`config.mk`:
```
export PLATFORM = sky130hd
export DESIGN_NAME = alu_ctrl_unit
export DESIGN_NICKNAME = d
export VERILOG_FILES = /design/src/rtl/alu_ctrl_unit.sv
export SDC_FILE = /design/constraint.sdc
export NUM_CORES = 1
export LEC_CHECK = 0
export ABC_AREA = 1
export CAP_MARGIN = 20
export CORE_AREA = 3 3 40 42
export DETAILED_ROUTE_END_ITERATION = 6
export DIE_AREA = 0 0 43 45
export HOLD_SLACK_MARGIN = 0.05
export PLACE_DENSITY = 0.45
export SETUP_SLACK_MARGIN = 0.05
export SYNTH_ARGS = -nofsm -noshare
export SYNTH_HDL_FRONTEND = slang
export SYNTH_SLANG_ARGS = --single-unit
```
`constraint.sdc`:
```
create_clock -name clk -period 0.8 [get_ports clk]
set_clock_uncertainty 0.05 [all_clocks]
set_input_delay 0.08 -clock clk [delete_from_list [all_inputs] [get_ports clk]]
set_output_delay 0.08 -clock clk [all_outputs]
set_load 0.1 [all_outputs]
```
`src/rtl/alu_ctrl_unit.sv`:
```
// ALU control decode for the MIPS execute stage: ALUOp + funct -> registered ALU select.
// Optional macro ALU_CTRL_EXT_OPS_EN adds nor/xor/sltu decode (ALUctrl 011/100/101).
module alu_ctrl_unit (
  input  logic       clk,
  input  logic       rst_n,
  input  logic       en,
  input  logic [5:0] funct,
  input  logic [1:0] ALUOp,
  output logic [2:0] ALUctrl,
  output logic       illegal_funct
);

  localparam logic [2:0] CTRL_AND  = 3'b000;
  localparam logic [2:0] CTRL_OR   = 3'b001;
  localparam logic [2:0] CTRL_ADD  = 3'b010;
  localparam logic [2:0] CTRL_SUB  = 3'b110;
  localparam logic [2:0] CTRL_SLT  = 3'b111;
`ifdef ALU_CTRL_EXT_OPS_EN
  localparam logic [2:0] CTRL_NOR  = 3'b011;
  localparam logic [2:0] CTRL_XOR  = 3'b100;
  localparam logic [2:0] CTRL_SLTU = 3'b101;
`endif

  localparam logic [1:0] OP_MEM    = 2'b00;
  localparam logic [1:0] OP_BRANCH = 2'b01;
  localparam logic [1:0] OP_RTYPE  = 2'b10;
  localparam logic [1:0] OP_ORI    = 2'b11;

  localparam logic [5:0] FN_ADD  = 6'b100000;
  localparam logic [5:0] FN_ADDU = 6'b100001;
  localparam logic [5:0] FN_SUB  = 6'b100010;
  localparam logic [5:0] FN_SUBU = 6'b100011;
  localparam logic [5:0] FN_AND  = 6'b100100;
  localparam logic [5:0] FN_OR   = 6'b100101;
  localparam logic [5:0] FN_SLT  = 6'b101010;
`ifdef ALU_CTRL_EXT_OPS_EN
  localparam logic [5:0] FN_NOR  = 6'b100111;
  localparam logic [5:0] FN_XOR  = 6'b100110;
  localparam logic [5:0] FN_SLTU = 6'b101011;
`endif

  logic [2:0] ctrl_s;
  logic       illegal_s;
  logic [2:0] ctrl_r;
  logic       illegal_r;

  // Next-value decode; unsupported R-type codes fall back to ADD and raise illegal.
  always_comb begin
    ctrl_s    = CTRL_ADD;
    illegal_s = 1'b0;
    case (ALUOp)
      OP_MEM: begin
        ctrl_s    = CTRL_ADD;
        illegal_s = 1'b0;
      end
      OP_BRANCH: begin
        ctrl_s    = CTRL_SUB;
        illegal_s = 1'b0;
      end
      OP_ORI: begin
        ctrl_s    = CTRL_OR;
        illegal_s = 1'b0;
      end
      OP_RTYPE: begin
        case (funct)
          FN_ADD, FN_ADDU: begin
            ctrl_s    = CTRL_ADD;
            illegal_s = 1'b0;
          end
          FN_SUB, FN_SUBU: begin
            ctrl_s    = CTRL_SUB;
            illegal_s = 1'b0;
          end
          FN_AND: begin
            ctrl_s    = CTRL_AND;
            illegal_s = 1'b0;
          end
          FN_OR: begin
            ctrl_s    = CTRL_OR;
            illegal_s = 1'b0;
          end
          FN_SLT: begin
            ctrl_s    = CTRL_SLT;
            illegal_s = 1'b0;
          end
`ifdef ALU_CTRL_EXT_OPS_EN
          FN_NOR: begin
            ctrl_s    = CTRL_NOR;
            illegal_s = 1'b0;
          end
          FN_XOR: begin
            ctrl_s    = CTRL_XOR;
            illegal_s = 1'b0;
          end
          FN_SLTU: begin
            ctrl_s    = CTRL_SLTU;
            illegal_s = 1'b0;
          end
`endif
          default: begin
            ctrl_s    = CTRL_ADD;
            illegal_s = 1'b1;
          end
        endcase
      end
      default: begin
        ctrl_s    = CTRL_ADD;
        illegal_s = 1'b0;
      end
    endcase
  end

  // Output register; reset wins over en, en=0 holds the last decode.
  always_ff @(posedge clk) begin
    if (!rst_n) begin
      ctrl_r    <= CTRL_ADD;
      illegal_r <= 1'b0;
    end else if (en) begin
      ctrl_r    <= ctrl_s;
      illegal_r <= illegal_s;
    end else begin
      ctrl_r    <= ctrl_r;
      illegal_r <= illegal_r;
    end
  end

  assign ALUctrl       = ctrl_r;
  assign illegal_funct = illegal_r;

endmodule

```
==> flow_summary.ini <==
[run_status]
status = finished, violations left
violations = setup timing

[sta]
fin_crit_ps = 881
setup_ws_ps = -81.3
finalSetupViolCount = 4
drv_slew = 0
fmax_ghz = 1.13
min_period_over_period = 1.10
slew_headroom = 0.881
hold_viol = 0
holdWs_ps = 218
rsz0062_at_grt = yes
tightest_slew_ps = 179

[clock_tree]
cts_tree = built
clock_latency_ps = 230
cts_root_buffer = clkbuf_4
cts_hold_buf = 0
cts_max_level = 1
clk_pin_slew_worst_paths_ps = 40
numCtsBuffers = 3
cts_buffer_depth = 2
cts_num_sinks = 4

[cells_and_area]
layout-drive-gt1-share = 0.612
fill_cells = 141
ff_latch_area_sq_um = 95.1
antenna_cells = 0
area_growth_pct = 110
final_nets = 80
multi_input_area_sq_um = 166

[critical_path]
cp.required_ps = 670
crit_family = flip-flops
worstSetupEndpointType = output pin
critPathArrivalTime_ps = 750
critPathLaunchType = flop
crit_slowest_cell = dfxtp_4
worstPathCellList = buf_12
max_stage_delay_ps = 350
worstPathBufferInverterCount = 1
crit_fanout = 2
crit_type = flop to output pin

[pwr]
power_leakage_nw = 0.277
power_density_mw_per_mm2 = 1270
total_power_w = 0.000726
ir_drop_v = 0.000449

[drt]
drcViolationCount = 0
routedWlPerCell_um = 9.46
antenna_left = 0
via_count = 340
dr.first_iter.drc_count = 10
avgViaCountPerCell = 4.15
drt_wl_total_um = 776
drtPass1Iterations = 4

[floorplanning]
dieArea_sq_mm = 0.00194
core.rowCount = 13
initial_utilization = 0.212
die_w_um = 43
die_y_um = 45
io_pins = 15
core-area_sq_mm = 0.00128

[synthesis]
ys_warn_count = 0
ys_seq_area_frac = 0.294
synth_top_area_cell = dfxtp_1
syn-num-nets = 52
synthTopCellsByArea = dfxtp_1 (29%), nand2_1 (14%), inv_1 (9.6%)
synth_cells = 41
postSynthAreaPerCell_sq_um = 6.65
synth_seq_cells = 4
synth_top_cell_area_share = 0.294
netlist_area_sq_um = 273
ys_types = 14

[placement]
gp_congestion = 0.671
io_buffers = 14
dp_hpwl_um = 548

[grt]
grt-ovfl-total = 0
grtUsageTotal = 0.0740
grt_pass1_wl_um = 1100
antenna_found_initial = 0
grt_max_degree = 6
grt_pass1_vias = 299

[job]
maxCapViolCount = 0

[min_path]
min_path_type = input pin to flop
## cells in the mapped netlist, drive strengths merged
cell type	number
o21ai	1
nor2	5
nand4	2
bufinv	1
dfxtp	4
a21oi	6
inv	8
nand2	10
nand3	4
## power by group
group | switching (W) | internal, W | total, W
registers | 0.0000107 | 0.000204 | 0.000215
logic | 0.000144 | 0.000117 | 0.000261
clock network | 0.0000824 | 0.000168 | 0.000250
## final timing paths
kind,from,depth (start not counted),to,slack [ps]
setup / recovery,ALUctrl[2],1,ALUctrl[2],-80
hold / removal,funct[0],5,ALUctrl[0],220
setup reg to reg,ALUctrl[1],3,ALUctrl[1],20
hold reg to reg,illegal_funct,2,illegal_funct,440
## what timing repair did
item,in CTS,in global routing
gates resized for setup,16,13
setup buffers,2,4
endpoints found under the setup margin,8,8
pin swaps,6,9
cloned,0,0
## per-layer routing
layer | global-route usage | part of all wire | vias up
met5 | 0 | 0 | -
met4 | 0.0542 | 0 | 0
met3 | 0.0120 | 0.035 | 0
met2 | 0.111 | 0.53 | 6
met1 | 0.0962 | 0.44 | 148
li1 | - | - | 186
## metrics by stage
step / setup TNS (ps) / cell area (sq um) / std cells / setup WS [ps] / util
floorplan: -63.3 / 294 / 41 / -23.3 / -
global placement: -1850 / 515 / 73 / -490 / 0.401
detailed placement: -1900 / 515 / 73 / -511 / 0.401
CTS: -357 / 554 / 78 / -95.6 / 0.431
global route: -451 / 572 / 82 / -104 / 0.445
finish: -316 / 572 / 82 / -81.3 / 0.445
## flip-flops by register name, indices dropped and copies added, names as in the netlist
signal,cells
ALUctrl,3
illegal_funct,1
## logic make-up after synthesis
kind of cell / Yosys count / share of synthesized area
and+or+nand+nor: 21 / 0.390
buffers and inverters: 9 / 0.174
DFF: 4 / 0.294
AOI/OAI and AO/OA: 7 / 0.142
## final cells by class
type                            count  area share
Clock buffer                        3      0.0394
Multi-Input combinational cell     28       0.291
Inverter                            9      0.0832
Tap cell                           15      0.0328
Sequential cell                     4       0.166
Timing Repair Buffer               23       0.387
## placed cells by master (no fill, tap or decap)
cell and count:
a21oi_1 2, a21oi_2 4, buf_12 4, buf_4 7, buf_6 2, bufinv_8 1, clkbuf_2 6, clkbuf_4 3
clkdlybuf4s50_1 1, dfxtp_4 4, dlygate4sd2_1 3, inv_1 5, inv_2 3, nand2_1 9, nand2_2 1, nand3_1 2
nand3_2 2, nand4_1 2, nor2_1 1, nor2_2 3, nor2_4 1, o21ai_1 1
No activity file was read; power rests on OpenSTA's default activity.
